--- config.mk ---
export PLATFORM = sky130hd
export DESIGN_NAME = error_counter_bank
export DESIGN_NICKNAME = d
export VERILOG_FILES = /design/src/rtl/error_counter_pkg.sv /design/src/rtl/tmr_vote.sv /design/src/rtl/error_counter_bank.sv
export SDC_FILE = /design/constraint.sdc
export NUM_CORES = 1
export LEC_CHECK = 0
export CORE_ASPECT_RATIO = 1.75
export CORE_MARGIN = 1
export CORE_UTILIZATION = 25
export CTS_CLUSTER_DIAMETER = 200
export DETAILED_ROUTE_END_ITERATION = 16
export SYNTH_ARGS = -nofsm -noshare
export SYNTH_HDL_FRONTEND = slang
export SYNTH_SLANG_ARGS = --single-unit
--- constraint.sdc ---
create_clock -name Clk -period 3.3 [get_ports Clk]
set_clock_uncertainty 0.05 [all_clocks]
set_input_delay 0.33 -clock Clk [delete_from_list [all_inputs] [get_ports Clk]]
set_output_delay 0.33 -clock Clk [all_outputs]
set_load 0.01 [all_outputs]
--- src/rtl/error_counter_pkg.sv ---
// Shared types and helpers for the multi-channel error counter bank.
package error_counter_pkg;

    localparam int unsigned NUM_CH_DEFAULT = 8;
    localparam int unsigned CNT_W_DEFAULT  = 10;
    localparam int unsigned CNT_W_MAX      = 16;

    // Per-channel state record; count is sized for the widest legal counter.
    typedef struct packed {
        logic [CNT_W_MAX-1:0] count;
        logic                 flag;
    } ch_state_t;

    // Increment, holding at the all-ones value of a width-bit counter.
    function automatic logic [CNT_W_MAX-1:0] sat_inc(input logic [CNT_W_MAX-1:0] value,
                                                     input int unsigned width);
        logic [CNT_W_MAX-1:0] max_value;
        max_value = CNT_W_MAX'((32'd1 << width) - 32'd1);
        if (value >= max_value) begin
            return value;
        end
        return value + CNT_W_MAX'(1);
    endfunction

endpackage

--- src/rtl/tmr_vote.sv ---
// Bitwise 2-of-3 majority voter.
module tmr_vote #(
    parameter int unsigned WIDTH = 1
) (
    input  logic [WIDTH-1:0] a,
    input  logic [WIDTH-1:0] b,
    input  logic [WIDTH-1:0] c,
    output logic [WIDTH-1:0] y
);

    assign y = (a & b) | (a & c) | (b & c);

endmodule

--- src/rtl/error_counter_bank.sv ---
// Multi-channel error edge counter with sticky flags, masked summary and
// addressed read port; optional triplicated state with per-cycle scrubbing.
module error_counter_bank
    import error_counter_pkg::*;
#(
    parameter int unsigned NUM_CH      = NUM_CH_DEFAULT,
    parameter int unsigned CNT_WIDTH   = CNT_W_DEFAULT,
    parameter int unsigned SYNC_STAGES = 2,
    parameter int unsigned TMR         = 1,
    parameter int unsigned AW          = (NUM_CH > 1) ? $clog2(NUM_CH) : 1
) (
    input  logic                 Clk,
    input  logic                 Reset,
    input  logic [NUM_CH-1:0]    ErrorIn,
    input  logic [NUM_CH-1:0]    ErrorMask,
    output logic                 ErrorOut,
    output logic [NUM_CH-1:0]    ErrorFlags,
    input  logic                 ReadReq,
    input  logic [AW-1:0]        ReadAddr,
    input  logic                 ClearOnRead,
    output logic                 ReadValid,
    output logic [CNT_WIDTH-1:0] ReadData,
    output logic                 ReadSat,
    output logic                 ReadErr,
    input  logic                 ClearAll,
    input  logic                 ClearCh,
    input  logic [AW-1:0]        ClearAddr
);

    logic [NUM_CH-1:0] sync_q [SYNC_STAGES];
    logic [NUM_CH-1:0] dly_q;
    logic [NUM_CH-1:0] rise;
    logic [NUM_CH-1:0] flags;
    logic [NUM_CH-1:0][CNT_WIDTH-1:0] cnt_v;
    logic [CNT_WIDTH-1:0] rd_cnt;
    logic                 rd_ok;

    // Input synchroniser plus one delay flop for rising-edge detection.
    always_ff @(posedge Clk) begin
        if (Reset) begin
            for (int k = 0; k < SYNC_STAGES; k++) begin
                sync_q[k] <= '0;
            end
            dly_q <= '0;
        end else begin
            sync_q[0] <= ErrorIn;
            for (int k = 1; k < SYNC_STAGES; k++) begin
                sync_q[k] <= sync_q[k-1];
            end
            dly_q <= sync_q[SYNC_STAGES-1];
        end
    end

    assign rise = sync_q[SYNC_STAGES-1] & ~dly_q;

    for (genvar i = 0; i < NUM_CH; i++) begin : g_ch
        logic      clr;
        ch_state_t c0_q;
        ch_state_t voted;
        ch_state_t nxt;

        assign clr = ClearAll
                   | (ClearCh && (ClearAddr == AW'(i)))
                   | (ReadReq && ClearOnRead && (ReadAddr == AW'(i)));

        // Clear first, then apply the edge so a coincident event survives.
        always_comb begin
            if (clr) begin
                nxt = '0;
            end else begin
                nxt = voted;
            end
            if (rise[i]) begin
                nxt.count = sat_inc(nxt.count, CNT_WIDTH);
                nxt.flag  = 1'b1;
            end
        end

        always_ff @(posedge Clk) begin
            if (Reset) begin
                c0_q <= '0;
            end else begin
                c0_q <= nxt;
            end
        end

        if (TMR != 0) begin : g_tmr
            ch_state_t c1_q;
            ch_state_t c2_q;

            always_ff @(posedge Clk) begin
                if (Reset) begin
                    c1_q <= '0;
                    c2_q <= '0;
                end else begin
                    c1_q <= nxt;
                    c2_q <= nxt;
                end
            end

            tmr_vote #(.WIDTH($bits(ch_state_t))) u_vote (
                .a(c0_q),
                .b(c1_q),
                .c(c2_q),
                .y(voted)
            );
        end else begin : g_single
            assign voted = c0_q;
        end

        assign flags[i] = voted.flag;
        assign cnt_v[i] = voted.count[CNT_WIDTH-1:0];
    end

    assign ErrorFlags = flags;

    always_comb begin
        rd_cnt = '0;
        for (int i = 0; i < NUM_CH; i++) begin
            if (ReadAddr == AW'(i)) begin
                rd_cnt = cnt_v[i];
            end
        end
    end

    assign rd_ok = 32'(ReadAddr) < NUM_CH;

    // Registered summary and read response.
    always_ff @(posedge Clk) begin
        if (Reset) begin
            ErrorOut  <= 1'b0;
            ReadValid <= 1'b0;
            ReadErr   <= 1'b0;
            ReadSat   <= 1'b0;
            ReadData  <= '0;
        end else begin
            ErrorOut  <= |(flags & ~ErrorMask);
            ReadValid <= ReadReq;
            ReadErr   <= ReadReq && !rd_ok;
            if (ReadReq) begin
                ReadData <= rd_ok ? rd_cnt : '0;
                ReadSat  <= rd_ok && (&rd_cnt);
            end
        end
    end

endmodule

# Yosys cells after proc, flatten, opt, wreduce, memory -nomap -nowiden
# Memories as Yosys holds them, arrays and structs flattened.
# Cells that the tools add are included.
dict set report classes {
  n_addsub 8
  magnitude_cmp 8
  eq_ne 14
  muxes 61
  bitwise 46
  n_reduce_logical 21
}
# operator n
set op_table {}
lappend op_table {{2-to-1 mux 17 bit} 16}
lappend op_table {{bitwise OR 17 bit} 16}
lappend op_table {{2-to-1 mux 16 bit} 16}
lappend op_table {{AND 17 bit} 8}
lappend op_table {{adder 16 x 1 -> 16 bit (second input constant)} 8}
lappend op_table {{>= comparator 16 x 10 -> 1 bit (second input constant)} 8}
lappend op_table {{2-to-1 mux 10 bit} 8}
lappend op_table {{== test 3 bit (second input constant)} 8}
lappend op_table {{2-to-1 mux 1 bit} 19}
lappend op_table {{bitwise OR 1 bit} 18}
lappend op_table {{logical AND 1 bit} 17}
lappend op_table {{AND 8 bit} 2}
lappend op_table {{2-to-1 mux 8 bit} 2}
lappend op_table {{inverter 8 bit} 2}
lappend op_table {{== test 3 x 2 -> 1 bit (second input constant)} 4}
lappend op_table {{AND reduction 10 bit} 1}
lappend op_table {{OR reduction 8 bit} 1}
lappend op_table {{== test 3 x 1 -> 1 bit (second input constant)} 2}
lappend op_table {{logical NOT 3 bit} 2}
dict set report totals {
  word_cells 180
  ramBits 16
  mem_count 1
  in_bits 28
  out_inout_bits 22
  ff_bits 157
}
# memory depth width rd rd_ports_with_merged_regs write_ports line_no
set memory_table {}
lappend memory_table {sync_q 2 8 2 0 2 error_counter_bank.sv:30} ;# logic [NUM_CH-1:0] sync_q [SYNC_STAGES];

# Longest topological paths before layout
dict set report logic_depth {
  word_depth 12
  mapped_depth 14
  mapped_depth_nobuf 11
}

# Cells and area by module
# A second synthesis with hierarchy kept.
dict set report hier_totals {
  cells_unflattened 1030
  hier_area_um2 9334.0
}
# mod area_per_inst_um2 seq_area_each_um2 instances cells_each
set by_module_without_submodules {}
lappend by_module_without_submodules {error_counter_bank 7802.5 3463.3 1 894}
lappend by_module_without_submodules {tmr_vote 191.4 0.0 8 17}

# Worst setup path after synthesis
# No wires, ideal clock.
dict set report synth_timing {
  path_kind {in2reg}
  from {input port ReadAddr[0]}
  to {register g_ch[1].g_tmr.c2_q[2] (netlist bit)}
  cell_stages 12
  setup_time_ns 0.128
  arrival_time_ns 2.593
  required_ns 3.122
  setup_slack_ns 0.530
  path_cell_list {buf_2 and2_1 a211oi_1 clkbuf_1 and2_1 ha_1 and2_1 nand4_1 o21ai_0 nand2_1 a32oi_1 nor2_1}
}
dict set report synth_via {
  elab_chain_cells 9
  word_cells_on_any_way 11
}
# element line_no
set synth_rtl {}
lappend synth_rtl {{start: declaration} error_counter_bank.sv:19} ;# input logic [AW-1:0] ReadAddr,
lappend synth_rtl {{== test 3 x 1 -> 1 bit *} error_counter_bank.sv:64} ;# | (ReadReq && ClearOnRead && (ReadAddr == AW'(i)));
lappend synth_rtl {{logical AND 1 bit *} error_counter_bank.sv:64}
lappend synth_rtl {{bitwise OR 1 bit *} error_counter_bank.sv:64}
lappend synth_rtl {{2-to-1 mux 17 bit *} error_counter_bank.sv:68} ;# if (clr) begin
lappend synth_rtl {{>= comparator 16 x 10 -> 1 bit} error_counter_pkg.sv:19} ;# if (value >= max_value) begin
lappend synth_rtl {{2-to-1 mux 1 bit} error_counter_pkg.sv:19}
lappend synth_rtl {{2-to-1 mux 1 bit} error_counter_bank.sv:73} ;# if (rise[i]) begin
lappend synth_rtl {{2-to-1 mux 16 bit} error_counter_pkg.sv:22} ;# return value + CNT_W_MAX'(1);
lappend synth_rtl {{2-to-1 mux 17 bit *} error_counter_bank.sv:73}
lappend synth_rtl {{end signal: assignment} error_counter_bank.sv:97} ;# c2_q <= nxt;
lappend synth_rtl {{end: declaration} error_counter_bank.sv:89} ;# ch_state_t c2_q;
# Every way passes the cells marked *; elsewhere a longest branch is shown, timed or not. The select of a mux whose other input is x is not followed.
# A chain may end at the register's enable or synchronous reset.

# Final worst setup path
dict set report layout_timing {
  from {input port ReadAddr[0]}
  to {register g_ch[0].g_tmr.c2_q[2] (netlist bit)}
}
dict set report layout_via {
  elab_chain_cells 9
  word_cells_on_any_way 11
}
# element line_no
set layout_rtl {}
lappend layout_rtl {{logical NOT 3 bit *} error_counter_bank.sv:64}
lappend layout_rtl {{logical AND 1 bit *} error_counter_bank.sv:64}
lappend layout_rtl {{bitwise OR 1 bit *} error_counter_bank.sv:64}
lappend layout_rtl {{2-to-1 mux 17 bit *} error_counter_bank.sv:68}
lappend layout_rtl {{>= comparator 16 x 10 -> 1 bit} error_counter_pkg.sv:19}
lappend layout_rtl {{2-to-1 mux 1 bit} error_counter_pkg.sv:19}
lappend layout_rtl {{2-to-1 mux 1 bit} error_counter_bank.sv:73}
lappend layout_rtl {{2-to-1 mux 16 bit} error_counter_pkg.sv:22}
lappend layout_rtl {{2-to-1 mux 17 bit *} error_counter_bank.sv:73}
lappend layout_rtl {{end signal: assignment} error_counter_bank.sv:97}
lappend layout_rtl {{end: declaration} error_counter_bank.sv:89}
# Marks and branches as above.

==> impl_results.md <==
- R2R Path End: g_ch[5].g_tmr.c2_q[3]
- Worst R2R Start: g_ch[5].g_tmr.c2_q[1]
- Gr usage total: between 10% and 20%
- Dpl ws: -0.155 ns
- # IOs: 50
- R2r setup slk: around 0.9 ns
- Ys flop type: dfxtp_1
- Synth Area per Inst: between 8 and 9 um2
- Startpoint types: input pin
- Area contributors post-synth: dfxtp_1 (43%), nor2_1 (5.2%), and3_1 (5.1%), nand2_1 (3.3%), xnor2_1 (3.2%)
- Hold-fix buffers at CTS: 0
- Final hold violation count: 0
- CP endpoint: g_ch[0].g_tmr.c2_q[2]
- Final min period: between 3 and 4 ns
- Worst Path Required: ~3.6 ns
- Pwr Total: around 4.6 mW
- First-pass GRT wire length: about 35000 um
- Core footprint: approximately 32000 um2
- Top-area cell type share of the netlist area: between 40% and 50%
- GR Overflow Total: 0
- First DRT Iteration DRCs: between 300 and 400
- Reg2Reg Depth: 9
- Slew headroom: roughly 60%
- Arr. time, crit path: about 3.3 ns
- RePlAce Congestion: 0.866
- EDFF count, synth: 0
- FILL cells: 3284
- Residual DRC: 0
- Worst Tran Pin Value: about 0.6 ns
- First-pass DRT Iterations: 4
- Total CTS buffers: 17
- CP endpoint kind: flip-flop
- Antenna violations before repair: 0
- Final wirelength: 22300 um
- Die Ht: 239 um
- Ys async rst share: 0%
- CTS Sinks: 173
- Max-Cap Viols: 0
- Sequential area share after synthesis: between 40% and 50%
- Vias post-DR: 6726
- Final instance area: 9580 um2
- Max-slew violation count: 0
- Placed Area: about 9000 um2
- Die width: between 100 and 150 um
- Min-Delay Path Class: input pin to flip-flop
- Reg clk slew, reported paths: around 0.070 ns
- Post-DRT Antenna Nets: 0
- Synthesized net count: 958
- Mapped Cells: a little over 900
- # placed instances: ~1300
- Final setup viols: 0
- Setup Buffers After CTS: 0
- Dominant cell type by area after synthesis: dfxtp_1
- VDD IR max: about 0.00034 V
- Routed length per instance: 16.2 um
- Clock Latency Late Sink: approximately 0.44 ns
- Final cell count without fillers: 1375
- Post-DP HPWL: about 17000 um
- Fmax: 0.333 GHz
- P&R area growth vs syn: 19.3%
- Initial core utilization: between 20% and 30%
- H-tree depth: 4
- Vias per Instance: around 4.9
- Layout net count: between 1000 and 1500
- Port Buf Inserts: between 40 and 50
- #FFs+latches synth: 173
- Post-CTS sizing: 0
- RSZ-0062 raised after global routing: false
- Vias in the first global route: 6569
- # rows: 86
- Fin worst setup slack: about 0.29 ns
- Yosys warns: 0
- CTS root buf: clkbuf_16
- Max clock buf depth: 2
- DIE AREA: 32900 um2
- Status: finished, final reports clean
- Pin count of the biggest net entering global routing: slightly below 50
- CP max FO: 15
- ANT cells: 0
- Crit path kind: input pin to flip-flop
- Worst Setup SP: ReadAddr[0]
- Leakage: around 3.6 nW
- Fin crit share: 91.1%
- PwrDens: 476 nW/um2
- Netlist cell types: 73
- CTS tree: done
- Final core utilization: slightly above 30%
- Share of layout cells above drive strength 1: 8.27%
- Synth Cell Area: 8030 um2
-- power by group --
| part | internal [mW] | switching, mW |
|---|---|---|
| clock network | 1.23 | 0.892 |
| registers | 2.11 | 0.0176 |
| logic | 0.125 | 0.190 |
-- cells in the final DEF (no fill, tap or decap), types with 7 or more instances in the layout --
master	count
dfxtp_1	173
nor2_1	111
nand2_1	70
and3_1	65
clkdlybuf4s50_1	46
nor2b_1	38
nand3_1	37
a21oi_1	36
inv_1	30
buf_4	30
xnor2_1	29
xor2_1	27
mux2i_1	23
o21ai_0	19
nor3_1	18
and2_1	17
clkbuf_16	17
nor4_1	16
a211oi_1	13
nand4_1	13
a31oi_1	9
ha_1	8
or3_1	7
and4_1	7
o211ai_1	7
a21o_1	7
-- layout make-up --
class                   instances  area [um2]  share of cell area (%)
clock buffers                  18         439                    4.58
inverters                      30         113                    1.18
clock inverters                14         183                    1.91
repair buffers                 77         691                    7.21
flip-flops and latches        173        3460                    36.2
well taps                     396         495                    5.17
multi-input cells             667        4200                    43.8
-- Yosys cell counts (all sizes together) (3+ instances only) --
cell,number
o21ai,20
a211oi,13
buf,24
a31oi,9
clkbuf,28
a21oi,36
nor2,111
nor3,18
a32oi,4
nor4,17
nand4,13
o31ai,3
mux2,5
nor2b,38
and4,7
xnor2,29
o21a,3
dfxtp,173
a221oi,6
a21o,7
and2,17
inv,30
ha,8
mux4,3
nand2,70
nor3b,3
nor4b,4
and3,66
nor4bb,3
o22ai,6
nand2b,6
a221o,3
mux2i,23
or3,7
or4,5
o211ai,7
xor2,27
nand3,37
-- worst min path at each step --
stage	from	end	slack, ns	cells past startpoint
after floorplan	sync_q[0][2]	sync_q[0][10]	0.36	1
after global placement	sync_q[0][4]	sync_q[0][12]	0.37	1
after detailed placement	sync_q[0][3]	sync_q[0][11]	0.38	1
after CTS	Reset	dly_q[0]	0.26	2
after global routing	Reset	g_ch[4].g_tmr.c2_q[1]	0.28	2
final	Reset	sync_q[0][8]	0.26	2
-- worst max-delay path, stage by stage --
cell             delay, ns
clkdlybuf4s50_1       0.56
buf_4                 0.23
nor2b_1               0.10
a221oi_1              0.54
and2_1                0.25
ha_1                  0.20
nand4_1               0.10
nor3_1                0.49
or2_2                 0.25
mux2i_1               0.18
nor2_1                0.05
-- through the flow --
| step | hold slack (ns) | setup TNS [ns] |
|---|---|---|
| 6_report | 0.257 | 0 |
| 5_1_grt | 0.279 | 0 |
| 4_1_cts | 0.258 | 0 |
| 3_5_place_dp | 0.378 | -0.526 |
| 3_3_place_gp | 0.372 | -0.211 |
| 2_1_floorplan | 0.364 | 0 |
-- flip-flops by register name, indices dropped and copies added (netlist names) --
register,cells
ErrorOut,1
ReadData,10
ReadSat,1
ReadValid,1
dly_q,8
g_ch.g_tmr.c2_q,136
sync_q,16
-- logic make-up after synthesis --
group | Yosys count | share of synthesized area (%)
AOI/OAI and AO/OA | 136 | 11.4
DFF | 173 | 43.1
muxes | 31 | 4.50
and+or+nand+nor | 435 | 28.9
other | 1 | 0.0467
adders and majority gates | 8 | 1.25
xor gates and xnor gates | 56 | 6.11
buffers and inverters | 82 | 4.61
-- per-layer routing --
metal	GRT usage, %	part of all wire, %	vias to the layer above
met5	0	0	-
met4	11.6	7.4	0
met3	2.50	2.4	65
met2	25.4	53	144
met1	14.2	38	3174
li1	-	-	3343
(Power assumes the default switching activity.)
